==> src/rtl/isr_pkg.sv <==
`default_nettype none
// ============================================================================
// Module   : isr_pkg
// Purpose  : Shared types and constants for the interrupt entry/return
//            sequencer: FSM state encoding, cause-vector width, the
//            non-maskable cause mask and the default ISR start address.
// Revision : 1.0 - initial release
// ============================================================================
package isr_pkg;

    localparam int          NCAUSE    = 23;
    localparam logic [31:0] SISR_ADDR = 32'h0000_0100;

    // Causes 16 and 17 ignore the status-register mask.
    localparam logic [31:0] NMI_MASK  = 32'h0003_0000;

    typedef enum logic [1:0] {
        IDLE   = 2'd0,
        ENTER  = 2'd1,
        RETURN = 2'd2
    } seq_state_t;

endpackage
`default_nettype wire

==> src/rtl/interrupt_controller.sv <==
`default_nettype none
// ============================================================================
// Module   : interrupt_controller
// Purpose  : Combinational cause evaluation. Applies the per-cause mask
//            (bits 16/17 always enabled), reports the surviving causes,
//            the index of the highest-priority one (bit 0 highest) and
//            whether any cause survives.
// Revision : 1.0 - initial release
// ============================================================================
module interrupt_controller
    import isr_pkg::*;
#(
    parameter int NCAUSE = 23
) (
    input  logic [NCAUSE-1:0] pend,
    input  logic [NCAUSE-1:0] mask,
    output logic [NCAUSE-1:0] mca,
    output logic [4:0]        il,
    output logic              jisr
);

    assign mca  = pend & (mask | NMI_MASK[NCAUSE-1:0]);
    assign jisr = |mca;

    // Priority encode: scan downwards so the lowest set index wins.
    always_comb begin
        il = 5'd0;
        for (int i = NCAUSE - 1; i >= 0; i--) begin
            if (mca[i]) begin
                il = 5'(i);
            end
        end
    end

endmodule
`default_nettype wire

==> src/rtl/isr_sequencer.sv <==
`default_nettype none
// ============================================================================
// Module   : isr_sequencer
// Purpose  : Interrupt entry/return sequencing between the commit stage and
//            the fetch PC mux. Owns sr/esr/epc/eca, takes interrupts only at
//            instruction boundaries and redirects fetch to the ISR or epc.
// Config   : ISR_SEQ_STICKY_EN - when defined, events are latched in a
//            pending register until taken; otherwise int_req feeds the
//            controller directly and untaken causes are lost.
// Revision : 1.0 - initial release
// ============================================================================
module isr_sequencer #(
    parameter logic [31:0] SISR_ADDR = isr_pkg::SISR_ADDR,
    parameter int          NCAUSE    = isr_pkg::NCAUSE
) (
    input  logic              clk,
    input  logic              reset,
    input  logic [NCAUSE-1:0] int_req,
    input  logic              instr_done,
    input  logic [31:0]       pc_next,
    input  logic              eret,
    input  logic              sr_we,
    input  logic [31:0]       sr_wdata,
    output logic [31:0]       sr,
    output logic [31:0]       esr,
    output logic [31:0]       epc,
    output logic [NCAUSE-1:0] eca,
    output logic              jisr,
    output logic [4:0]        il,
    output logic              pc_load,
    output logic [31:0]       pc_target,
    output logic              busy
);
    import isr_pkg::*;

    seq_state_t        r_state;
    seq_state_t        w_state_next;
    logic [NCAUSE-1:0] w_cause;
    logic [NCAUSE-1:0] w_mca;
    logic              w_raw_jisr;
    logic [31:0]       r_sr;
    logic [31:0]       r_esr;
    logic [31:0]       r_epc;
    logic [NCAUSE-1:0] r_eca;
    logic              w_idle;

`ifdef ISR_SEQ_STICKY_EN
    logic [NCAUSE-1:0] r_pend;
    logic [NCAUSE-1:0] w_clr;

    // Only the cause actually being serviced is retired from pending.
    assign w_clr = jisr ? (NCAUSE'(1) << il) : '0;

    // Accumulate event strobes; they stay until serviced.
    always_ff @(posedge clk) begin
        if (reset) begin
            r_pend <= '0;
        end else begin
            r_pend <= (r_pend | int_req) & ~w_clr;
        end
    end

    assign w_cause = r_pend;
`else
    assign w_cause = int_req;
`endif

    interrupt_controller #(
        .NCAUSE (NCAUSE)
    ) u_interrupt_controller (
        .pend (w_cause),
        .mask (r_sr[NCAUSE-1:0]),
        .mca  (w_mca),
        .il   (il),
        .jisr (w_raw_jisr)
    );

    assign w_idle = (r_state == IDLE);
    assign jisr   = w_raw_jisr & instr_done & w_idle;

    // FSM state register.
    always_ff @(posedge clk) begin
        if (reset) begin
            r_state <= IDLE;
        end else begin
            r_state <= w_state_next;
        end
    end

    // Next-state and redirect outputs; interrupt entry outranks eret.
    always_comb begin
        w_state_next = IDLE;
        pc_load      = 1'b0;
        pc_target    = 32'd0;
        busy         = 1'b0;
        case (r_state)
            IDLE: begin
                if (jisr) begin
                    w_state_next = ENTER;
                end else if (instr_done && eret) begin
                    w_state_next = RETURN;
                end
            end
            ENTER: begin
                pc_load   = 1'b1;
                pc_target = SISR_ADDR;
                busy      = 1'b1;
            end
            RETURN: begin
                pc_load   = 1'b1;
                pc_target = r_epc;
                busy      = 1'b1;
            end
            default: begin
                w_state_next = IDLE;
            end
        endcase
    end

    // Status and save registers; commit-side writes are ignored while busy.
    always_ff @(posedge clk) begin
        if (reset) begin
            r_sr  <= '0;
            r_esr <= '0;
            r_epc <= '0;
            r_eca <= '0;
        end else if (jisr) begin
            // An eret cut short by the interrupt keeps the outer save state.
            if (!eret) begin
                r_epc <= pc_next;
                r_esr <= sr_we ? sr_wdata : r_sr;
            end
            r_eca <= w_mca;
            r_sr  <= '0;
        end else if (w_idle && instr_done && eret) begin
            r_sr <= r_esr;
        end else if (w_idle && instr_done && sr_we) begin
            r_sr <= sr_wdata;
        end
    end

    assign sr  = r_sr;
    assign esr = r_esr;
    assign epc = r_epc;
    assign eca = r_eca;

endmodule
`default_nettype wire

==> config.mk <==
export PLATFORM = sky130hd
export DESIGN_NAME = isr_sequencer
export DESIGN_NICKNAME = d
export VERILOG_FILES = /design/src/rtl/isr_pkg.sv /design/src/rtl/interrupt_controller.sv /design/src/rtl/isr_sequencer.sv
export SDC_FILE = /design/constraint.sdc
export NUM_CORES = 1
export LEC_CHECK = 0
export ABC_AREA = 0
export BUFFER_PORTS_ARGS = -buffer_cell sky130_fd_sc_hd__clkbuf_2
export CORE_MARGIN = 4
export CORE_UTILIZATION = 25
export DETAILED_ROUTE_END_ITERATION = 7
export MAX_ROUTING_LAYER = met4
export PLACE_DENSITY = 0.48
export SLEW_MARGIN = 5
export SYNTH_ARGS = -nofsm -noshare
export SYNTH_HDL_FRONTEND = slang
export SYNTH_HIERARCHICAL = 1
export SYNTH_SLANG_ARGS = --single-unit
==> constraint.sdc <==
create_clock -name clk -period 3.8 [get_ports clk]
set_input_delay 0.38 -clock clk [delete_from_list [all_inputs] [get_ports clk]]
set_output_delay 0.38 -clock clk [all_outputs]
set_load 0.05 [all_outputs]
# After elaboration in Yosys (flattened, before gate mapping)
# Index checks and enable logic that the tools add are counted.
# word_totals
output_inout_bits,159
word_cells,55
ff_bits,121
input_bits,92
# op_classes
mux,30
n_reduce_logical,12
bitwise_logic,5
n_eq_ne,2
# ops
cell,n
2-to-1 mux 5 bit,23
2-to-1 mux 32 bit,3
one-hot mux 32 bit (2 select lines),1
AND 23 bit,1
OR reduction 23 bit,1
OR reduction 2 bit,3
logical AND 1 bit,4
OR reduction 3 bit,1
AND 1 bit,2
equality test 2 x 1 -> 1 bit (second input constant),1
equality test 2 bit (second input constant),1
logical NOT 2 bit,1
2-to-1 mux 1 bit,2
2-to-1 mux 2 bit,1
inverter 1 bit,2
AND reduction 2 bit,1
nonzero test 2 bit,1

# Logic depth before layout (Yosys ltp)
# Gate-level depths: netlist of the first run.
# depth
ltp_word,24
depth_mapped,10
depth_no_buf,8

# Modules after synthesis
# The synthesis of the first run kept the hierarchy.
# by_module_without_submodules
mod,seq_area_each_um2,area_per_inst_um2,instances,cells_each
isr_sequencer,2422.3,5215.0,1,579
interrupt_controller,0.0,459.2,1,75

# Worst setup path before layout of the first run
# Ideal clock, no wire load.
# synth_timing
path_kind,reg-to-output
from,"register r_sr[21], in the netlist sr[21]"
to,output il[4]
t_required_ns,3.420
path_buffers,0
slack_ns,0.890
path_stages_with_launch,4
arrival_time_ns,2.530
cell_sequence,dfxtp_1 -> a222oi_1 -> nor4b_2 -> nor4_1
# synth_via
elab_chain_cells,23
# synth_rtl
item,line_no,source
start: declaration,isr_sequencer.sv:41,logic [31:0] r_sr;
start signal: assignment,isr_sequencer.sv:136,r_sr <= r_esr;
start signal: assignment,isr_sequencer.sv:138,r_sr <= sr_wdata;
AND 23 bit,interrupt_controller.sv:22,assign mca = pend & (mask | NMI_MASK[NCAUSE-1:0]);
2-to-1 mux 5 bit (22 in series),interrupt_controller.sv:29,if (mca[i]) begin
end: declaration,isr_sequencer.sv:29,"output logic [4:0] il,"
# No other way between the ends.

# Worst setup path in the final report of the first run
# layout_timing
from,"register r_sr[18], in the netlist sr[18]"
to,output jisr
# layout_via
elab_chain_cells,4
# layout_rtl
item,line_no,source
AND 23 bit,interrupt_controller.sv:22,
OR reduction 23 bit,interrupt_controller.sv:23,assign jisr = |mca;
named net w_raw_jisr,isr_sequencer.sv:40,logic w_raw_jisr;
AND 1 bit (2 in series),isr_sequencer.sv:79,assign jisr = w_raw_jisr & instr_done & w_idle;
end: declaration,isr_sequencer.sv:28,"output logic jisr,"
# The timed path passes the listed nets, and every way through them passes these cells.

==> results of run 1 <==
==> synth_stat cells, drive strengths merged, types with 2 or more instances <==
cell	number	area, sq um
nor2	70	263
a22oi	8	60.1
o31ai	2	15.0
mux2i	64	641
a211oi	64	631
and3	32	200
a222oi	2	20.0
nand3	4	20.0
inv	11	41.3
clkbuf	21	78.8
and2	14	95.1
ha	3	37.5
dfxtp	121	2420
nand2	122	458
a31oi	2	12.5
buf	35	223
nor4	2	12.5
a21oi	60	300
==> layout make-up <==
type	instances	area share
inverters	11	0.00541
diodes	2	0.000656
clock inverters	8	0.0125
repair buffers	258	0.174
multi-input cells	466	0.382
well taps	280	0.0459
flip-flops and latches	121	0.317
clock buffers	23	0.0626
==> power breakdown <==
group	switching (mW)	internal (mW)	total (mW)
clock network	0.582	1.01	1.59
registers	0.0766	1.35	1.43
logic	0.665	0.239	0.904
==> routing by layer <==
layer,up-vias,share of wire
met5,-,0
met4,0,0.0093
met3,10,0.053
met2,142,0.48
met1,2473,0.46
li1,2730,-
==> critical path, cell delays in order (launching register included) <==
cell,delay [ps]
dfxtp_1,550
a22o_1,290
nor4b_2,80
nand2_1,100
nand3_1,100
inv_1,530
clkbuf_2,400
==> cell families (layout without fill, tap and decap cells) <==
logic type / count (synthesis) / after routing / synth area share
and+or+nand+nor: 252 / 252 / 0.197
AOI/OAI and AO/OA: 147 / 147 / 0.196
DFF: 121 / 121 / 0.427
buffers and inverters: 67 / 300 / 0.0604
muxes: 64 / 64 / 0.113
adders and majority gates: 3 / 3 / 0.00662
other: 0 / 2 / 0
==> registers in the layout, summed over array words and instances (netlist names) <==
signal   cells
sr          32
esr         32
epc         32
r_state      2
eca         23
==> through the flow <==
step	std cells	area (sq um)
6_report	1169	7630
2_1_floorplan	654	5670
3_3_place_gp	1136	7050
3_5_place_dp	1136	7050
4_1_cts	1167	7630
5_1_grt	1169	7630
==> how the worst min path moves through the flow <==
stage / startpoint / slack, ps / to / cells past startpoint
4_1_cts: pc_next[13] / 170 / epc[13] / 3
3_3_place_gp: eca[10] / 440 / eca[10] / 2
6_report: pc_next[3] / 190 / epc[3] / 3
5_1_grt: pc_next[12] / 170 / epc[12] / 3
2_1_floorplan: pc_next[0] / 520 / epc[0] / 2
3_5_place_dp: eca[15] / 450 / eca[15] / 2
==> reports/metrics.yaml, run 1 <==
status: "finished, final reports clean"
synth_cell_type_count: 39
ant_nets: 0
io_buffers: 250
finalSetupViolCount: 0
synthArstFlopShare: 0
place_congestion: 0.784
synth_edf_count: 0
r2r-end: "esr[14]"
finalHoldViolCount: 0
final_util: 0.345
endpoint_kind: "primary output"
drv_cap: 0
grt_use_met3: 0.0476
nNetsFinal: 970
drc: 0
critPathKind: "flop to primary output"
post_cts_buffers: 0
h-tree-depth: 4
grt_pass1_vias: 5095
drive_above_1_share: 0.363
r2r_cells: 7
use_met2: 0.245
peakVddDrop_mv: 0.255
seq_area_frac_synth: 0.427
dp_slack_ps: 1240
syn_to_final_growth_pct: 34.5
seq_area_sq_um: 2420
wl_per_cell_microns: 17.2
worst_slack_ps: 953
grt_first_pass_wirelength_microns: 29600
cts-root-buf: "clkbuf_16"
worstPathRequired_ps: 3420
multi_input_comb_area_sq_um: 2910
worstSetupEndpoint: "jisr"
slew_viol_final: 0
clkTransAtPathRegs_ps: 60
grtUsageMet1: 0.204
setup_tns_ps: 0
total_power_mw: 3.92
track_usage: 0.158
syn_area_sq_um: 5670
crit_fanout: 24
grt_busiest_layer: "met2"
synth-main-ff-cell: "dfxtp_1"
tightestPinTransition_ps: 924
worst_hold_slack_ps: 192
syn_area_per_cell_sq_um: 8.68
initialDrtViolationCount: 207
grt_start_max_net_pins: 53
synthCells: 654
clk-insertion-delay-late_ps: 410
nFillCells: 2356
setup.worst_path.start: "sr[18]"
cts_buffers: 17
reg2reg_from: "sr[18]"
synth_seq_cells: 121
io_pins: 251
slew-limit-headroom: 0.384
final_cell_mix: "clkbuf_2, nand2_1, dfxtp_1, nor2_1, mux2i_1"
vias: 5355
skew_ps: 10.8
rrSetupSlack_ps: 1310
cp.arrival_ps: 2470
drtPass1Iterations: 4
setup.worst_path.start_class: "flop"
min_path_type: "primary input to flop"
final_common_cell: "clkbuf_2"
viasPerCell: 4.58
cts_resized: 0
fmaxAchievable_mhz: 351
grt_overflow: 0
cellPowerDensity_nw_per_um2: 514
period_share: 0.749
rsz0062_at_grt: "no"
cts.sinks: 121
core.rowCount: 54
die_area_sq_um: 25200
syn_nets: 749
hold_buffers: 0
antenna_found_initial: 2
die_h_microns: 159
initial_core_util: 0.257
yosys_warnings: 6
cts_tree: "yes"
p_leak_nw: 3.55
core_sq_um: 22100
clock_path_buffers: 2
fin_crit_ps: 2850
dpl.hpwl_microns: 14500
drt-total-wl_microns: 20100
die_w_microns: 159
Power figures use the tool's default switching activity.
==> run 2: changes to the inputs <==
--- a/config.mk
+++ b/config.mk
@@ -5,13 +5,13 @@
 export SDC_FILE = /design/constraint.sdc
 export NUM_CORES = 1
 export LEC_CHECK = 0
-export ABC_AREA = 0
+export ABC_AREA = 1
 export BUFFER_PORTS_ARGS = -buffer_cell sky130_fd_sc_hd__clkbuf_2
 export CORE_MARGIN = 4
 export CORE_UTILIZATION = 25
 export DETAILED_ROUTE_END_ITERATION = 7
 export MAX_ROUTING_LAYER = met4
-export PLACE_DENSITY = 0.48
+export PLACE_DENSITY = 0.47
 export SLEW_MARGIN = 5
 export SYNTH_ARGS = -nofsm -noshare
 export SYNTH_HDL_FRONTEND = slang
==> constraint.sdc (replaced) <==
create_clock -name clk -period 2.7 [get_ports clk]
set_input_delay 0.27 -clock clk [delete_from_list [all_inputs] [get_ports clk]]
set_output_delay 0.27 -clock clk [all_outputs]
set_load 0.05 [all_outputs]
==> reports/metrics.yaml, run 2 <==
status: "finished, final reports clean"
setup_tns_ps: 0  # unchanged
holdCritStartpoint: "reset"
endpoint_kind: "primary output"
cts.sinks: 121  # unchanged
finalSetupViolCount: 0  # unchanged
grt_overflow: 0  # unchanged
wl_met2_microns: 9860  # +2.5%
peakVddDrop_mv: 0.344  # +35%
h-tree-depth: 4  # unchanged
multi_input_comb_area_sq_um: 3040  # +4.3%
netlist_top_cells_count: "nand2_1, nor2_1, inv_1"
syn_area_per_cell_sq_um: 5.78  # -33%
drt-total-wl_microns: 21900  # +8.9%
hold_buffers: 0  # unchanged
clkTransAtPathRegs_ps: 60  # about the same
hold_path_depth: 2  # -1
place_area_sq_um: 7710  # +9.3%
dpl.hpwl_microns: 15800  # +9.3%
track_usage: 0.159  # +0.000900
core.rowCount: 57  # +5.6%
syn_nets: 1165  # +56%
grt_pass1_vias: 5998  # +18%
wl_per_cell_microns: 13.4  # -22%
critPathKind: "flop to primary output"
skew_ps: 10.4  # -0.435 ps
synth_edf_count: 0  # unchanged
finalHoldViolCount: 0  # unchanged
final_util: 0.342  # -0.00290
synth_cell_type_count: 26  # -33%
seq_area_frac_synth: 0.391  # -0.0356
synth_seq_cells: 121  # unchanged
antenna_found_initial: 2  # unchanged
rrSetupSlack_ps: 400  # -910 ps
fin_crit_ps: 2540
dr.max_layer_used: "met4"
synthArstFlopShare: 0  # unchanged
yosysMostFrequentCell: "nand2_1"
synth-main-ff-cell: "dfxtp_1"
total_power_mw: 5.82  # +48%
drtPass1Iterations: 4  # unchanged
setup.worst_path.start: "sr[22]"
rsz0062_at_grt: "yes"
place_congestion: 0.821  # +4.7%
nNetsFinal: 1394  # +44%
worstPathRequired_ps: 2430  # -990 ps
hold_end: "r_state[0]"
initial_core_util: 0.255  # -0.00231
p_leak_nw: 4.82  # +36%
cts_tree: "yes"
viasPerCell: 4.06  # -11%
min_path_type: "primary input to flop"
drc: 0  # unchanged
synth_top_area_share: 0.391  # -0.0356
grt_start_max_net_pins: 66  # +25%
ant_nets: 0  # unchanged
reg2reg_from: "sr[1]"
synthCells: 1070  # +64%
clock_path_buffers: 2  # unchanged
final_cell_mix: "nand2_1, nor2_1, clkbuf_2, inv_1, dfxtp_1"
worst_hold_slack_ps: 63.2  # -129 ps
slew-limit-headroom: 0.502  # +0.118
clk-insertion-delay-late_ps: 410  # about the same
r2r-end: "esr[2]"
grt_first_pass_wirelength_microns: 32800  # +11%
synth_top_area_cell: "dfxtp_1"
cellPowerDensity_nw_per_um2: 699  # +36%
final_common_cell: "nand2_1"
setup.worst_path.start_class: "flop"
drive_above_1_share: 0.240  # -0.123
netlist_top_cells_area: "dfxtp_1, nand2_1, nor2_1, inv_1, o21ai_0"
crit_fanout: 3  # -88%
r2r_cells: 11  # +4
yosys_warnings: 6  # unchanged
io_buffers: 250  # unchanged
cts_buffers: 17  # unchanged
wl_met3_microns: 1770  # +67%
syn_to_final_growth_pct: 34.6  # about the same
die_area_sq_um: 27300  # +8.6%
fmaxAchievable_mhz: 394
slew_viol_final: 0  # unchanged
vias: 6645  # +24%
wirelength_met1_microns: 9980  # +8.4%
seq_area_sq_um: 2430  # +0.16%
die_h_microns: 165  # +4.2%
io_pins: 251  # unchanged
cp.arrival_ps: 2270  # -200 ps
syn_area_sq_um: 6190  # +9.1%
initialDrtViolationCount: 415  # +100%
nFillCells: 2751  # +17%
die_w_microns: 165  # +4.2%
core_sq_um: 24300  # +10%
drv_cap: 0  # unchanged
tightestPinTransition_ps: 747  # -177 ps
stdcell_area_sq_um: 8330  # +9.1%
period_share: 0.941
cts-root-buf: "clkbuf_16"
[run 2: kinds of logic (layout without fill, tap and decap cells)]
| logic type | count (synthesis) | count (layout) | synth area share |
|---|---|---|---|
| adders and majority gates | 3 | 3 | 0.00606 |
| AOI/OAI and AO/OA | 39 | 39 | 0.0332 |
| other | 0 | 2 | 0 |
| DFF | 121 | 121 | 0.391 |
| and+or+nand+nor | 724 | 724 | 0.448 |
| buffers and inverters | 183 | 424 | 0.121 |
[run 2: per-layer routing]
metal,vias up,track usage
li1,3581,-
met1,2828,0.196
met2,220,0.255
met3,16,0.0464
met4,0,0.0461
met5,-,-
[run 2: power breakdown]
part           internal (mW)  switching (mW)
Clock                   1.49           0.846
Combinational          0.366            1.10
Sequential              1.92          0.0992
[run 2: stage by stage]
| stage | instances | worst slack [ps] |
|---|---|---|
| finish | 1637 | 161 |
| global route | 1637 | -70.5 |
| detailed placement | 1603 | 371 |
| CTS | 1634 | 15.6 |
| floorplan | 1070 | 213 |
| global placement | 1603 | 391 |
[run 2: layout make-up]
type | instances | share of cell area
multi-input combinational | 766 | 0.365
sequential | 121 | 0.291
timing repair buffer | 265 | 0.166
inverter | 128 | 0.0577
clock buffer | 22 | 0.0557
tap | 324 | 0.0487
clock inverter | 9 | 0.0147
antenna | 2 | 0.000601
[run 2: worst max-delay path by stage]
stage / slack, ps / cells after the start / to
floorplan: 210 / 22 / il[0]
global placement: 390 / 11 / esr[9]
detailed placement: 370 / 11 / esr[26]
CTS: 20 / 23 / il[0]
global route: -70 / 23 / il[0]
finish: 160 / 9 / il[1]
[run 2: repair_timing]
action                                  CTS  global route
pin swaps                                 0             2
resized for setup                         2             5
endpoints found under the setup margin    1             2
buffers inserted                          0             1
[run 2: worst max-delay path, cell delays in order (launching register included)]
cell	delay, ps
dfxtp_1	400
nand2_1	130
nor3_1	220
o21ai_1	90
a31oi_1	270
nor2_1	70
nor2_1	120
nor2_1	70
o31ai_2	180
clkbuf_2	310
==> run 3: changes to the inputs <==
--- a/config.mk
+++ b/config.mk
@@ -6,7 +6,7 @@
 export NUM_CORES = 1
 export LEC_CHECK = 0
 export ABC_AREA = 1
-export BUFFER_PORTS_ARGS = -buffer_cell sky130_fd_sc_hd__clkbuf_2
+export BUFFER_PORTS_ARGS = -buffer_cell sky130_fd_sc_hd__buf_2
 export CORE_MARGIN = 4
 export CORE_UTILIZATION = 25
 export DETAILED_ROUTE_END_ITERATION = 7
==> reports/metrics.yaml, run 3 (synthesis gave the netlist of run 2 again) <==
crit_fanout: 3  # unchanged
io_buffers: 250  # unchanged
die_w_microns: 165  # unchanged
drive_above_1_share: 0.238  # -0.00192
final_cells: 1637  # unchanged
cts_buffers: 17  # unchanged
initial_core_util: 0.255  # unchanged
fin_crit_ps: 2560  # +22.2 ps
min_path_type: "primary input to flop"
fmaxAchievable_mhz: 390  # -0.87%
cp.arrival_ps: 2290  # +20 ps
cellPowerDensity_nw_per_um2: 683  # -2.2%
grt_start_max_net_pins: 65  # -1.5%
slowest_stage: "dfxtp_1"
final_common_cell: "nand2_1"
drc: 0  # unchanged
track_usage: 0.158  # -0.00117
grt_first_pass_wirelength_microns: 32400  # -1.2%
initialDrtViolationCount: 407  # -1.9%
drt-total-wl_microns: 21800  # -0.42%
cts-root-buf: "clkbuf_16"
finalSetupViolCount: 0  # unchanged
tightestPinTransition_ps: 896  # +149 ps
worstPathRequired_ps: 2430  # about the same
peakVddDrop_mv: 0.294  # -14%
slew-limit-headroom: 0.402  # -0.100
core_sq_um: 24300  # unchanged
syn_to_final_growth_pct: 34.4
dpl.hpwl_microns: 15900  # +0.41%
cts_tree: "yes"
hold_buffers: 0  # unchanged
die_area_sq_um: 27300  # unchanged
final_cell_mix: "nand2_1, nor2_1, buf_2, inv_1, dfxtp_1"
drtPass1Iterations: 4  # unchanged
antenna_found_initial: 4  # +2
clkTransAtPathRegs_ps: 60  # about the same
grt_pass1_vias: 5957  # -0.68%
setup.worst_path.start_class: "flop"
status: "finished, final reports clean"
cpMostUsedCell: "nor2_1"
io_pins: 251  # unchanged
grt_overflow: 0  # unchanged
die_h_microns: 165  # unchanged
critPathKind: "flop to primary output"
ant_nets: 0  # unchanged
crit_chain: "nand2_1 > nor3_1 > o21ai_1 > a31oi_1 > nor2_1 > nor2_1 > nor2_1 > o31ai_2 > buf_2"
h-tree-depth: 4  # unchanged
rrSetupSlack_ps: 460  # +60 ps
skew_ps: 8.12  # -2.26 ps
dp_cells: 1601  # -0.12%
total_power_mw: 5.68  # -2.3%
critical_path_buf_inv_count: 1  # unchanged
slowest_delay_ps: 380  # -20 ps
endpoint_kind: "primary output"
place_congestion: 0.792  # -3.5%
slew_viol_final: 0  # unchanged
cp_top_family: "compound AO/OA/AOI/OAI gates"
period_share: 0.949  # +0.00822
nNetsFinal: 1392  # -0.14%
rsz0062_at_grt: "yes"
clk-insertion-delay-late_ps: 410  # about the same
core.rowCount: 57  # unchanged
clock_path_buffers: 2  # unchanged
finalHoldViolCount: 0  # unchanged
vias: 6567  # -1.2%
cts.sinks: 121  # unchanged
wl_per_cell_microns: 13.3  # -0.42%
p_leak_nw: 4.90  # +1.7%
drv_cap: 0  # unchanged
viasPerCell: 4.01  # -1.2%
[run 3: changes by cell type in the layout (fill, tap and decap cells not counted), sizes merged]
cell / previous run / this run
clkbuf: 271 / 22
clkinvlp: 1 / 2
diode: 2 / 4
buf: 16 / 263
bufinv: 3 / 2
[run 3: tightest hold or removal path: stages]
cell and delay (ps):
buf_2 120, nand2_1 60, nand2_1 50
[run 3: cell type report]
cell class                      count  area [sq um]
Sequential cell                   121          2420
Antenna cell                        4          10.0
Timing Repair Buffer              263          1410
Clock inverter                      9           100
Multi-Input combinational cell    766          3040
Tap cell                          324           405
Clock buffer                       22           454
Fill cell                        2777         16000
Inverter                          128           480
[run 3: final timing paths]
path	start	to	cells past startpoint
min	int_req[16]	eca[16]	3
max reg2reg	sr[22]	sr[31]	10
max	sr[22]	il[1]	9
min reg2reg	eca[22]	eca[22]	2
[run 3: power breakdown]
part           switching [mW]  internal [mW]  total [mW]
Sequential             0.0907           1.92        2.01
Combinational            1.11          0.373        1.48
Clock                   0.828           1.37        2.20
[run 3: repair_timing]
item | 4_1_cts | 5_1_grt
resized for setup | 1 | 4
endpoints found under the hold margin | 0 | 0
pin swaps | 0 | 1
buffers inserted | 0 | 1
setup endpoints to repair | 1 | 1
[run 3: through the flow]
| step | util | hold WS (ps) | setup WS (ps) | setup TNS (ps) | instance area, sq um |
|---|---|---|---|---|---|
| 3_3_place_gp | 0.318 | 428 | 400 | 0 | 7730 |
| 4_1_cts | 0.341 | 100 | 5.11 | 0 | 8290 |
| 5_1_grt | 0.342 | 127 | -50.8 | -50.8 | 8320 |
| 6_report | 0.342 | 120 | 138 | 0 | 8320 |
| 2_1_floorplan | - | 447 | 213 | 0 | 6190 |
| 3_5_place_dp | 0.318 | 431 | 393 | 0 | 7730 |
[run 3: routing by layer]
layer / up-vias / wire length, microns / global-route usage
met5: - / 0 / -
met2: 200 / 9930 / 0.264
li1: 3569 / - / -
met4: 0 / 208 / 0.0364
met1: 2785 / 9530 / 0.180
met3: 13 / 2090 / 0.0608
